**src/rtl/bus_pkg.sv**
```systemverilog
// Shared types for the two-master memory bus arbiter: FSM states, master id and op kind.
package bus_pkg;

  localparam int unsigned BUS_AW = 16;

  typedef enum logic [1:0] {
    StIdle  = 2'd0,
    StWrite = 2'd1,
    StRead  = 2'd2
  } state_e;

  typedef logic mid_t;

  typedef enum logic {
    OpRead  = 1'b0,
    OpWrite = 1'b1
  } op_e;

endpackage

```
**src/rtl/arb_pick.sv**
```systemverilog
// Combinational winner selection between the two masters.
// Round-robin on contention when BUS_ARBITER_ROUND_ROBIN_EN is defined, else fixed m0 priority.
module arb_pick
  import bus_pkg::*;
(
  input  logic [1:0] req,
  input  mid_t       last,
  output mid_t       grant
);

`ifdef BUS_ARBITER_ROUND_ROBIN_EN
  always_comb begin
    if (&req) begin
      grant = mid_t'(~last);
    end else begin
      grant = mid_t'(~req[0]);
    end
  end
`else
  logic unused_last;
  assign unused_last = last;

  always_comb begin
    grant = mid_t'(~req[0]);
  end
`endif

endmodule

```
**src/rtl/bus_arbiter.sv**
```systemverilog
// Two-master, one-slave memory bus arbiter with a read timeout for unmapped addresses.
// Optional macro BUS_ARBITER_ROUND_ROBIN_EN switches arbitration to round-robin.
module bus_arbiter
  import bus_pkg::*;
#(
  parameter int unsigned W       = 32,
  parameter int unsigned AW      = BUS_AW,
  parameter int unsigned TIMEOUT = 15
) (
  input  logic          clk,
  input  logic          rst_n,
  input  logic [AW-1:0] m0_addr,
  input  logic          m0_ren,
  input  logic          m0_wen,
  input  logic [W-1:0]  m0_wdata,
  input  logic [3:0]    m0_wmask,
  output logic [W-1:0]  m0_rdata,
  output logic          m0_rd_valid,
  output logic          m0_wr_done,
  input  logic [AW-1:0] m1_addr,
  input  logic          m1_ren,
  input  logic          m1_wen,
  input  logic [W-1:0]  m1_wdata,
  input  logic [3:0]    m1_wmask,
  output logic [W-1:0]  m1_rdata,
  output logic          m1_rd_valid,
  output logic          m1_wr_done,
  output logic [AW-1:0] s_addr,
  output logic          s_ren,
  output logic          s_wen,
  output logic [W-1:0]  s_wdata,
  output logic [3:0]    s_wmask,
  input  logic [W-1:0]  s_rdata,
  input  logic          s_rd_valid,
  output logic          timeout
);

  localparam int unsigned CW = (TIMEOUT > 0) ? $clog2(TIMEOUT + 1) : 1;

  state_e        state_q, state_d;
  mid_t          owner_q, owner_d;
  mid_t          last_q, last_d;
  logic [AW-1:0] addr_q, addr_d;
  logic [W-1:0]  wdata_q, wdata_d;
  logic [3:0]    wmask_q, wmask_d;
  logic [CW-1:0] cnt_q, cnt_d;

  logic [1:0] req;
  mid_t       grant;
  op_e        win_op;
  logic [W-1:0] rd_data;
  logic         rd_valid;
  logic         wr_done;

  assign req = {m1_ren | m1_wen, m0_ren | m0_wen};

  arb_pick u_arb_pick (
    .req   (req),
    .last  (last_q),
    .grant (grant)
  );

  // A master raising both ren and wen is treated as a write.
  assign win_op = (grant ? m1_wen : m0_wen) ? OpWrite : OpRead;

  always_comb begin
    state_d  = state_q;
    owner_d  = owner_q;
    last_d   = last_q;
    addr_d   = addr_q;
    wdata_d  = wdata_q;
    wmask_d  = wmask_q;
    cnt_d    = cnt_q;
    s_addr   = '0;
    s_ren    = 1'b0;
    s_wen    = 1'b0;
    s_wdata  = '0;
    s_wmask  = '0;
    rd_data  = '0;
    rd_valid = 1'b0;
    wr_done  = 1'b0;
    timeout  = 1'b0;

    unique case (state_q)
      StIdle: begin
        if (|req) begin
          owner_d = grant;
          last_d  = grant;
          addr_d  = grant ? m1_addr : m0_addr;
          wdata_d = grant ? m1_wdata : m0_wdata;
          wmask_d = grant ? m1_wmask : m0_wmask;
          cnt_d   = '0;
          state_d = (win_op == OpWrite) ? StWrite : StRead;
        end
      end
      StWrite: begin
        s_wen   = 1'b1;
        s_addr  = addr_q;
        s_wdata = wdata_q;
        s_wmask = wmask_q;
        wr_done = 1'b1;
        state_d = StIdle;
      end
      StRead: begin
        s_ren   = 1'b1;
        s_addr  = addr_q;
        rd_data = s_rdata;
        // Real data beats a timeout landing in the same cycle.
        if (s_rd_valid) begin
          rd_valid = 1'b1;
          state_d  = StIdle;
        end else if ((TIMEOUT != 0) && (cnt_q == CW'(TIMEOUT - 1))) begin
          rd_valid = 1'b1;
          rd_data  = '0;
          timeout  = 1'b1;
          state_d  = StIdle;
        end else begin
          cnt_d = cnt_q + 1'b1;
        end
      end
      default: state_d = StIdle;
    endcase

    m0_rdata    = (owner_q == 1'b0) ? rd_data : '0;
    m1_rdata    = (owner_q == 1'b1) ? rd_data : '0;
    m0_rd_valid = rd_valid & (owner_q == 1'b0);
    m1_rd_valid = rd_valid & (owner_q == 1'b1);
    m0_wr_done  = wr_done & (owner_q == 1'b0);
    m1_wr_done  = wr_done & (owner_q == 1'b1);
  end

  always_ff @(posedge clk or negedge rst_n) begin
    if (!rst_n) begin
      state_q <= StIdle;
      owner_q <= 1'b0;
      last_q  <= 1'b1;
      addr_q  <= '0;
      wdata_q <= '0;
      wmask_q <= '0;
      cnt_q   <= '0;
    end else begin
      state_q <= state_d;
      owner_q <= owner_d;
      last_q  <= last_d;
      addr_q  <= addr_d;
      wdata_q <= wdata_d;
      wmask_q <= wmask_d;
      cnt_q   <= cnt_d;
    end
  end

endmodule

```
**config.mk**
```make
export PLATFORM = sky130hd
export DESIGN_NAME = bus_arbiter
export DESIGN_NICKNAME = d
export VERILOG_FILES = /design/src/rtl/bus_pkg.sv /design/src/rtl/arb_pick.sv /design/src/rtl/bus_arbiter.sv
export SDC_FILE = /design/constraint.sdc
export NUM_CORES = 1
export LEC_CHECK = 0
export ABC_AREA = 1
export CAP_MARGIN = 20
export CORE_MARGIN = 2
export CORE_UTILIZATION = 40
export CTS_BUF_LIST = sky130_fd_sc_hd__clkbuf_4 sky130_fd_sc_hd__clkbuf_8
export CTS_CLUSTER_SIZE = 12
export DETAILED_ROUTE_END_ITERATION = 16
export PLACE_DENSITY = 0.89
export REMOVE_ABC_BUFFERS = 1
export SLEW_MARGIN = 20
export SYNTH_ARGS = -nofsm -noshare
export SYNTH_HDL_FRONTEND = slang
export SYNTH_SLANG_ARGS = --single-unit
```
**constraint.sdc**
```tcl
create_clock -name clk -period 3.6 [get_ports clk]
set_input_delay 0.36 -clock clk [delete_from_list [all_inputs] [get_ports clk]]
set_output_delay 0.36 -clock clk [all_outputs]
set_load 0.02 [all_outputs]
```
==> results.toml <==
[synth]
synth_compound_area_share_pct = 10.6
netlist_area_um2 = 3990
synth.area.top_cells = "dfrtp_1 37%, nand2_1 25%, inv_1 11%"
yosys.area_share.adder_pct = 1.57
synth-simple-area-share_pct = 34.3
ys_types = 20
ys_warn_count = 0
synth_xor_area_share_pct = 0
synth_seq_cells = 59
syn_inst = 629
ys.flop_type = "dfrtp_1"
async_flop_share_pct = 100
synth_top_family_by_area = "simple AND/OR/NAND/NOR gates"
synth_edf_count = 0
yosysTopAreaCell = "dfrtp_1"
syn_area_per_cell_um2 = 6.34
ys_seq_area_share_pct = 37.0
synthMuxAreaShare_pct = 0
netlist.area_leader.share_pct = 37.0

[sta]
fin_crit_sh_pct = 85.9
slew_headroom_pct = 39.5
hold_ws_ns = 0.122
slew_viol_final = 0
clock_skew_ns = 0.0128
hold_violations = 0
fin_setup_tns_ns = 0
max_freq_mhz = 323
finalSetupViolCount = 0
rsz0062_at_grt = "false"
period_minus_slack_ns = 3.09
worstMarginPinSlew_ns = 0.907

[floorplanning]
core_um2 = 9730
die-area_um2 = 10800
io_pins = 266
rows = 36
die_h_um = 104
start_util_pct = 41.0
die_w_um = 104

[critical_path]
crit_path_end_kind = "output pin"
startpoint_type = "flop"
regToRegSetupSlack_ns = 1.81
cp_max_fo = 32
worst-setup-path-type = "flop to output pin"
cp.required_ns = 3.24
ff2ff_path_depth = 7
crit_arrival_ns = 2.73
r2r_start = "state_q[0]"
r2r-end = "wdata_q[29]"

[grt]
antenna_found_initial = 2
grt_use_met3_pct = 6.10
grt.total_usage_pct = 24.3
grt-ovfl-total = 0
grt_max_degree = 57
met1_usage_pct = 25.8
grt_pass1_wl_um = 21300
grt_busiest_layer = "met2"
globalRouteMet2Util_pct = 43.8
grt_pass1_vias = 4568

[placed_design]
gp_congestion = 0.921
dpl.hpwl_um = 10100
portBuffers = 265

[layout]
layout-drive-gt1-share_pct = 3.30
final_cell_mix = "266 x nand2_1, 264 x clkdlybuf4s50_1, 113 x inv_1, 76 x nor2_1, 59 x dfrtp_1"
final_common_cell = "nand2_1"
layout.nets = 1022
area_growth_syn_to_layout_pct = 71.4

[run]
drv_cap = 0

[cts]
clk_latency_ns = 0.33
cts_made_buffers = 9
cts_tree = "yes"
cts.sinks = 59
postCtsSetupRepairBufs = 0
cts_hold_buf = 0
ctsRootBufferMaster = "clkbuf_8"
h-tree-depth = 3
cts_resized = 0
cts_buffer_depth = 2
path_clk_slew_ns = 0.07

[power_and_ir_drop]
p_leak_nw = 3.47
p_per_area_nw_per_um2 = 629
ir_worst_vdd_mv = 0.415
p_total_mw = 4.30

[routing]
dr.pass1.iters = 4
avgViaCountPerCell = 4.64
ant_nets = 0
drc = 0
vias = 4706
wl_per_cell_um = 13.0
drt_iter0_drc = 310
wirelength_um = 13100

[worst_hold_path]
hp-class = "input pin to asynchronous set/reset pin"

[outcome]
outcome = "completed"
critical path, cell delays in order (launching register included):
cell	delay, ns
dfrtp_1	0.42
inv_1	0.06
ha_1	0.21
nand3_1	0.15
nor2_1	0.09
nor2_4	0.50
nand2_1	0.16
nor2_1	0.18
clkdlybuf4s50_1	0.64
metrics by stage:
stage | setup slack, ns | std cells | utilization, % | area, um^2
3_5_place_dp | 0.776 | 996 | 68.2 | 6630
6_report | 0.506 | 1015 | 70.2 | 6830
2_1_floorplan | 0.660 | 591 | - | 3760
3_3_place_gp | 0.795 | 996 | 68.2 | 6630
5_1_grt | 0.305 | 1015 | 70.2 | 6830
4_1_cts | 0.462 | 1012 | 70.1 | 6820
Yosys cell counts, types with 4 or more instances:
master	count
buf_2	15
buf_6	7
clkbuf_1	14
dfrtp_1	59
ha_1	5
inv_1	113
nand2_1	266
nand3_1	6
nand4_1	4
nor2_1	76
o211ai_1	52
power by group:
group          internal [mW]  leakage, nW  switching (mW)
Combinational           1.05         2.65            1.51
Sequential             0.979        0.718           0.169
Clock                  0.333        0.104           0.254
Total                   2.36         3.47            1.94
routing by layer:
metal | vias to the layer above | wire length (um)
met3 | 38 | 919
met2 | 202 | 6670
met5 | - | 0
met1 | 2104 | 4940
met4 | 0 | 614
li1 | 2362 | -
state kept, by name, indices dropped and copies added, names as in the netlist:
register,cells
wdata_q,32
wmask_q,4
cnt_q,4
owner_q,1
state_q,2
addr_q,16
worst max path at each step:
stage / from / to / slack [ns]
after floorplan: m0_ren / addr_q[0] / 0.66
after global placement: s_rd_valid / m0_rdata[24] / 0.80
after detailed placement: s_rd_valid / m0_rdata[24] / 0.78
after CTS: state_q[0] / m0_rdata[24] / 0.46
after global routing: state_q[0] / m1_rdata[12] / 0.30
final: cnt_q[0] / m0_rdata[24] / 0.51
cell families after synthesis:
| kind of cell | Yosys count |
|---|---|
| AO/OA/AOI/OAI | 56 |
| adder cells (fa/ha/maj) | 5 |
| buffers and inverters | 154 |
| flip-flops | 59 |
| AND/OR/NAND/NOR | 355 |
area by class of cell:
type | count | area (um^2)
clock inverters | 5 | 53.8
repair buffers | 272 | 2700
diodes | 3 | 7.51
clock buffers | 11 | 139
flip-flops and latches | 59 | 1480
inverters | 116 | 435
multi-input cells | 416 | 1850
well taps | 133 | 166
fillers | 814 | 2900
Note: power is estimated with default switching activity, not from simulation.
